--- src/rtl/card_dealer.sv ---
// card_dealer
// Deal stage that closes the loop with the next-address stage. It owns the
// current deck address, takes the candidate address produced downstream,
// skips already-dealt cards by linear probing, marks the chosen card used and
// presents rank, suit and blackjack value for one cycle on card_valid.
//
// Ports:
//   clk         system clock, rising edge
//   rst         asynchronous active-high reset
//   new_deck    synchronous deck refill; aborts any deal in flight
//   deal_req    request one card (accepted only in IDLE with cards left)
//   nxt_addr    candidate address from the next-address stage (0..63)
//   cur_addr    address of the last dealt card, feeds the next-address stage
//   busy        high in SEEK, PROBE and OUT
//   card_valid  one-cycle strobe, card outputs are new this cycle
//   card_rank   1..13 (1 = ace, 11..13 = J, Q, K)
//   card_suit   0..3
//   card_value  blackjack value, face cards count 10, ace reported as 1
//   cards_left  undealt cards, 0..DECK_SIZE
//   deck_empty  cards_left == 0
//
// state | meaning
// IDLE  | waiting for deal_req with cards left
// SEEK  | load probe from the candidate address, folded into 0..DECK_SIZE-1
// PROBE | walk forward past used slots, take the first free one
// OUT   | card_valid strobe, outputs hold the new card

module card_dealer #(
  parameter int DECK_SIZE = 52,
  parameter int RANKS     = 13
) (
  input  logic       clk,
  input  logic       rst,
  input  logic       new_deck,
  input  logic       deal_req,
  input  logic [5:0] nxt_addr,
  output logic [5:0] cur_addr,
  output logic       busy,
  output logic       card_valid,
  output logic [3:0] card_rank,
  output logic [1:0] card_suit,
  output logic [3:0] card_value,
  output logic [5:0] cards_left,
  output logic       deck_empty
);

  localparam logic [5:0] DECK = 6'(DECK_SIZE);
  localparam logic [5:0] LAST = 6'(DECK_SIZE - 1);
  localparam logic [5:0] R1   = 6'(RANKS);
  localparam logic [5:0] R2   = 6'(2 * RANKS);
  localparam logic [5:0] R3   = 6'(3 * RANKS);

  typedef enum logic [1:0] {IDLE, SEEK, PROBE, OUT} state_t;

  state_t               state;
  state_t               state_nxt;
  logic [DECK_SIZE-1:0] used;
  logic [5:0]           probe;
  logic [5:0]           seek_addr;
  logic [5:0]           probe_inc;
  logic                 take;

  logic [1:0]           suit_c;
  logic [5:0]           rank_off;
  logic [3:0]           rank_c;
  logic [3:0]           value_c;

  // candidate is at most 63, so one subtraction folds it into the deck
  assign seek_addr  = (nxt_addr >= DECK) ? nxt_addr - DECK : nxt_addr;
  assign probe_inc  = (probe == LAST) ? 6'd0 : probe + 6'd1;
  assign deck_empty = (cards_left == 6'd0);

  // suit and rank by threshold compare instead of a divider
  always_comb begin
    suit_c   = 2'd0;
    rank_off = probe;
    if (probe >= R3) begin
      suit_c   = 2'd3;
      rank_off = probe - R3;
    end else if (probe >= R2) begin
      suit_c   = 2'd2;
      rank_off = probe - R2;
    end else if (probe >= R1) begin
      suit_c   = 2'd1;
      rank_off = probe - R1;
    end
    rank_c  = 4'(rank_off + 6'd1);
    value_c = (rank_c > 4'd10) ? 4'd10 : rank_c;
  end

  always_ff @(posedge clk or posedge rst) begin
    if (rst) state <= IDLE;
    else     state <= state_nxt;
  end

  always_comb begin
    state_nxt  = state;
    take       = 1'b0;
    busy       = (state != IDLE);
    card_valid = (state == OUT);
    case (state)
      IDLE:  if (deal_req && !deck_empty) state_nxt = SEEK;
      SEEK:  state_nxt = PROBE;
      PROBE: begin
        if (!used[probe]) begin
          take      = 1'b1;
          state_nxt = OUT;
        end
      end
      OUT:   state_nxt = IDLE;
      default: state_nxt = IDLE;
    endcase
    // refill wins over everything, including a probe that would have hit
    if (new_deck) begin
      state_nxt = IDLE;
      take      = 1'b0;
    end
  end

  always_ff @(posedge clk or posedge rst) begin
    if (rst) begin
      used       <= '0;
      probe      <= 6'd0;
      cur_addr   <= 6'd0;
      cards_left <= DECK;
      card_rank  <= 4'd0;
      card_suit  <= 2'd0;
      card_value <= 4'd0;
    end else if (new_deck) begin
      // cur_addr and the card outputs are kept so the address loop keeps
      // its history across decks
      used       <= '0;
      cards_left <= DECK;
    end else if (state == SEEK) begin
      probe <= seek_addr;
    end else if (state == PROBE) begin
      if (take) begin
        used[probe] <= 1'b1;
        cur_addr    <= probe;
        cards_left  <= cards_left - 6'd1;
        card_rank   <= rank_c;
        card_suit   <= suit_c;
        card_value  <= value_c;
      end else begin
        probe <= probe_inc;
      end
    end
  end

endmodule

--- config.mk ---
export PLATFORM = sky130hd
export DESIGN_NAME = card_dealer
export DESIGN_NICKNAME = d
export VERILOG_FILES = /design/src/rtl/card_dealer.sv
export SDC_FILE = /design/constraint.sdc
export NUM_CORES = 1
export LEC_CHECK = 0
export BUFFER_PORTS_ARGS = -buffer_cell sky130_fd_sc_hd__buf_2
export CORE_ASPECT_RATIO = 0.9
export CORE_MARGIN = 1.5
export CORE_UTILIZATION = 25
export CTS_BUF_LIST = sky130_fd_sc_hd__clkbuf_16
export CTS_CLUSTER_SIZE = 14
export DETAILED_ROUTE_END_ITERATION = 7
export HOLD_SLACK_MARGIN = 0.1
export MAX_ROUTING_LAYER = met4
export PLACE_DENSITY = 0.51
export SLEW_MARGIN = 10
export SYNTH_ARGS = -nofsm -noshare
export SYNTH_HDL_FRONTEND = slang
export SYNTH_SLANG_ARGS = --single-unit
--- constraint.sdc ---
create_clock -name clk -period 3 [get_ports clk]
set_clock_uncertainty 0.1 [all_clocks]
set_input_delay 0.3 -clock clk [delete_from_list [all_inputs] [get_ports clk]]
set_output_delay 0.3 -clock clk [all_outputs]
set_load 0.02 [all_outputs]
Word level (Yosys, flattened, before mapping)

Index checks and enable logic that the tools add are counted.

Bits in read-only memories: 0
Logic and storage cells: 77
Latch bits: 0
Output and inout port bits: 25
RAM bits: 0
Memories: 0
Register bits after elaboration: 82

Shifts and indexed selects: 0
Order comparisons: 7
Reductions and logical operators: 13
Div/mod/pow operators: 0
Multipliers: 0
Multiplexer cells: 31
Bitwise logic cells: 3
Equality and inequality tests: 8
$add $sub $neg: 7

Operators by type and width:

| kind                                                                                 | count |
|---|---|
| 52-bit 2-to-1 mux                                                                    | 4 |
| 6-bit 2-to-1 mux                                                                     | 9 |
| 52-bit bitwise OR                                                                    | 1 |
| 4-bit 2-to-1 mux                                                                     | 4 |
| 6-bit greater-or-equal comparator (second input constant)                            | 2 |
| 2-bit 2-to-1 mux                                                                     | 5 |
| 2-bit one-hot mux with 4 select lines                                                | 1 |
| 2-bit nonzero test                                                                   | 4 |
| 4-bit subtractor (second input constant)                                             | 2 |
| 6-bit by 7-bit < comparator with 1-bit output (second input constant)                | 1 |
| 6-bit by 1-bit adder with 6-bit output (second input constant)                       | 1 |
| 1-bit binary-select mux with 6-bit select                                            | 1 |
| 1-bit demux with 6-bit select                                                        | 1 |
| 6-bit == test (second input constant)                                                | 1 |
| 6-bit by 1-bit greater-or-equal comparator with 1-bit output (second input constant) | 1 |
| 6-bit by 4-bit greater-or-equal comparator with 1-bit output (second input constant) | 1 |
| 6-bit by 5-bit greater-or-equal comparator with 1-bit output (second input constant) | 1 |
| 6-bit logical NOT                                                                    | 1 |
| 1-bit 2-to-1 mux                                                                     | 6 |
| 3-bit != test (second input constant)                                                | 2 |
| 3-bit AND reduction                                                                  | 2 |
| 6-bit by 1-bit subtractor with 6-bit output (second input constant)                  | 1 |
| 6-bit subtractor (second input constant)                                             | 1 |
| 4-bit by 1-bit adder with 4-bit output (second input constant)                       | 1 |
| 12 further kinds                                                                     | 15 |

Longest topological paths before layout

Depth after elaboration: 9
Mapped depth: 13
Mapped depth without buffers: 11

Worst setup path after synthesis

Ideal clock, no wire load.

Kind: reg2reg
From: reg probe[0]
To: reg card_value[0]
Arrival time: 2.973 ns
Library setup time: 0.120 ns
Cell stages (with the launch flop): 14
Period minus slack after synthesis: 3.193 ns
Path buffers: 2
Setup slack: -0.193 ns
Cells stage by stage: dfrtp_1 > buf_4 > buf_2 > inv_1 > ha_1 > nor3_1 > o21ai_0 > o21ai_0 > xnor2_1 > inv_1 > ha_1 > xnor2_1 > o21bai_1 > a31o_2

Word-level cells in the longest chain between the ends: 7

RTL lines:

| what                                                                                                    | line   | text |
|---|---|---|
| start, declared                                                                                         | 58     | `logic [5:0] probe;` |
| start signal, assigned                                                                                  | 135    | `probe <= seek_addr;` |
| start signal, assigned                                                                                  | 145    | `probe <= probe_inc;` |
| 6-bit by 4-bit greater-or-equal comparator with 1-bit output / 4-bit subtractor (equally long branches) | 83, 85 |  |
| 4-bit 2-to-1 mux                                                                                        | 83     | `end else if (probe >= R1) begin` |
| 4-bit 2-to-1 mux                                                                                        | 80     | `end else if (probe >= R2) begin` |
| 4-bit 2-to-1 mux                                                                                        | 77     | `if (probe >= R3) begin` |
| 4-bit by 1-bit adder with 4-bit output                                                                  | 87     | `rank_c = 4'(rank_off + 6'd1);` |
| 4-bit greater-than comparator                                                                           | 88     | `value_c = (rank_c > 4'd10) ? 4'd10 : rank_c;` |
| 4-bit 2-to-1 mux                                                                                        | 88     |  |
| end signal, assigned                                                                                    | 143    | `card_value <= value_c;` |
| end, declared                                                                                           | 42     | `output logic [3:0] card_value,` |

Several ways; a longest one is shown, not always the timed one. The select of a mux whose other input is x is not followed.
A chain may end at the register's enable or synchronous reset.

Worst setup path after layout

From: reg probe[0]
To: reg cur_addr[1]

Word-level cells in the longest chain between the ends: 6

RTL lines:

| what                                      | line | text |
|---|---|---|
| 1-bit binary-select mux with 6-bit select | 105  | `if (!used[probe]) begin` |
| 1-bit 2-to-1 mux (implied by the code)    | 105  |  |
| 1-bit 2-to-1 mux                          | 105  |  |
| 1-bit 2-to-1 mux                          | 101  | `case (state)` |
| 1-bit 2-to-1 mux                          | 114  | `if (new_deck) begin` |
| 4-bit AND reduction (no source line)      | --   |  |
| end signal, assigned                      | 139  | `cur_addr <= probe;` |
| end, declared                             | 37   | `output logic [5:0] cur_addr,` |

Every way passes these cells. The select of a mux whose other input is x is not followed.

==> impl_metrics.ini <==
[grt]
grt_usage_pct = 13.7
overflow = 0
grt_max_degree = 55
grt_pass1_vias = 3686
grt_pass1_wl_microns = 18900
antenna_found_initial = 0

[yosys]
ys_seq_area_share_pct = 46.1
synth-compound-area-share_pct = 15.8
synth_fa_ha_area_share_pct = 5.05
ys.flop_type = dfrtp_1
synth_top_family_by_area = compound AO/OA/AOI/OAI gates
synth_edf_count = 0
yosysUniqueCellTypes = 57
syn_avg_cell_area_sq_um = 9.99
synth_mux_area_share_pct = 10.9
yosys.area_share.simple_pct = 15.4
synth_area_sq_mm = 0.00446
synth_seq_cells = 82
synth_top_area_share_pct = 44.4
syn_inst = 446
synthXorXnorAreaFrac_pct = 1.18
yosys.area.top_type = dfrtp_1
async_reset_ff_share_pct = 100
netlist_top_cells_area = dfrtp_1 44%, mux4_2 6.1%, ha_1 5.1%, nor2_1 4.9%, a21oi_1 4.7%
syn-num-nets = 474
ys_warn_count = 0

[sta]
worstMarginPinSlew_ns = 0.851
final.min_clock_period_ns = 2.91
max_freq_mhz = 343
setup_slack_ns = 0.0850
rsz0062_at_grt = true
hold_viol_final = 0
setup_viol = 0
timing.final.crit_share_pct = 97.2
maxSlewHeadroom_pct = 43.1
drv_slew = 0

[power]
power.leakage_nw = 2.43
ir_drop_v = 0.000356
powerDensity_mw_per_mm2 = 1010
fin_total_pwr_mw = 5.55

[routing]
num_vias = 3587
drc = 0
wl_microns = 11700
post_drt_wl_per_cell_microns = 15.7
postRouteAntennaNets = 0
dr.pass1.iters = 4
drtIter0Drc = 261
viasPerCell = 4.81

[clocking]
clkTransAtPathRegs_ns = 0.06
cts.sinks = 82
cts_tree = yes
clockBufferDepth = 2
root_buffer = clkbuf_16
clk_latency_ns = 0.35
htreeDepth = 3
cts_inserted_buffers = 9

[floorplan]
die_x_microns = 144
core-area_sq_mm = 0.0176
fp-row-count = 46
die_h_microns = 130
ios = 35
floorplan.initialDensity_pct = 25.4
die_area_sq_mm = 0.0186

[place]
dp_hpwl_microns = 8090
port_buffers = 34
postPlaceCellArea_sq_mm = 0.00508
gp_congestion = 0.819
place_ws_ns = 0.00577
dp.cells = 724

[worst_setup_path]
crit_required_ns = 3.13
arrival_ns = 3.04
critPathKind = register to register
endpoint_kind = register
crit_fanout = 21
worst_setup_path_start_kind = register

[run_status]
status = complete, no violations

[layout]
fill_cells = 1807
stdcell_area_sq_mm = 0.00552
layout-drive-gt1-share_pct = 26.7
antenna_cells = 0
final_common_cell = dfrtp_1
final_nets = 530
area_growth_pct = 23.8
multiInputGateArea_sq_mm = 0.00221
mostFrequentLayoutCells = 77 x dfrtp_1, 57 x nor2_1, 42 x a21oi_1
regArea_sq_mm = 0.00206
post-route-util_pct = 31.4
final_cells = 746

[flow_run]
maxCapViolCount = 0

[worst_hold_path]
hold_class = input pin to register
==> path summary, 6_finish.rpt <==
check | start | to | slack [ns] | cells after the start
hold / removal | nxt_addr[1] | probe[1] | 0.16 | 3
min in group asynchronous | rst | probe[2] | 0.45 | 3
setup / recovery | probe[0] | cur_addr[1] | 0.09 | 7
max in group asynchronous | rst | cards_left[5] | 1.65 | 4
hold reg to reg | used[3] | used[3] | 0.40 | 2
setup reg to reg | probe[0] | cur_addr[1] | 0.09 | 7
==> routing by layer <==
layer | vias up | share of wire [%] | global-route usage, %
met5 | - | 0 | -
met4 | 0 | 2.0 | 5.10
met3 | 17 | 4.8 | 3.66
met2 | 82 | 44 | 20.3
met1 | 1783 | 49 | 17.8
li1 | 1705 | - | -
==> cell type report <==
cell class | instances | area share (%)
Tap cell | 240 | 5.44
Timing Repair Buffer | 72 | 9.30
Sequential cell | 82 | 37.3
Inverter | 33 | 2.27
Clock buffer | 9 | 4.08
Clock inverter | 6 | 1.52
Multi-Input combinational cell | 304 | 40.1
==> power by group <==
group | internal (mW) | switching (mW) | total, mW
Clock | 0.720 | 0.459 | 1.18
Combinational | 1.26 | 1.65 | 2.92
Sequential | 1.29 | 0.165 | 1.46
==> cell families (layout without fill, tap and decap cells) <==
logic type               after synthesis  after routing
buffers and inverters                 60            120
flip-flops                            82             82
adder cells (fa/ha/maj)               18             18
XOR/XNOR                               6              6
AO/OA/AOI/OAI                        114            114
AND/OR/NAND/NOR                      134            134
multiplexers                          32             32
==> worst max-delay path, cell delays in order, from the launching register on <==
cell,delay [ns]
dfrtp_2,0.41
buf_12,0.16
mux4_2,0.49
mux4_2,0.48
a32o_2,0.28
nor4_4,0.32
buf_12,0.21
mux2_2,0.34
==> repair_timing <==
item	in CTS	in global routing
pin swaps	1	5
setup endpoints to repair	4	49
setup buffers	0	5
gates resized for setup	1	14
hold buffers	1	0
endpoints found under the hold margin	32	0
gates cloned	0	1
==> registers in the layout, indices dropped and copies added, names as in the netlist <==
register / count
used: 52
cards_left: 6
cur_addr: 6
probe: 6
card_rank: 4
card_value: 4
card_suit: 2
state: 2
==> through the flow <==
stage          setup TNS (ns)  hold WS (ns)
6_report                    0         0.157
3_5_place_dp                0         0.295
5_1_grt               -0.0968         0.196
4_1_cts                     0         0.157
3_3_place_gp                0         0.289
2_1_floorplan               0         0.357
==> synth_stat cells, types with 3 or more instances <==
master    count
nand3_1      11
nor3_1        5
buf_2         4
nor2b_1       9
and3_1        8
and2_1        3
xnor2_1       6
a21oi_1      42
a221oi_1      5
dfrtp_1      79
o21ai_0      16
nor2_1       58
mux2_2       13
clkbuf_1     19
mux2i_1       7
nand2b_1      5
o22ai_1      19
mux4_2       12
dfstp_2       3
nand2_1      16
ha_1         18
a31oi_1       8
inv_1        33
No activity file was read; power rests on OpenSTA's default activity.
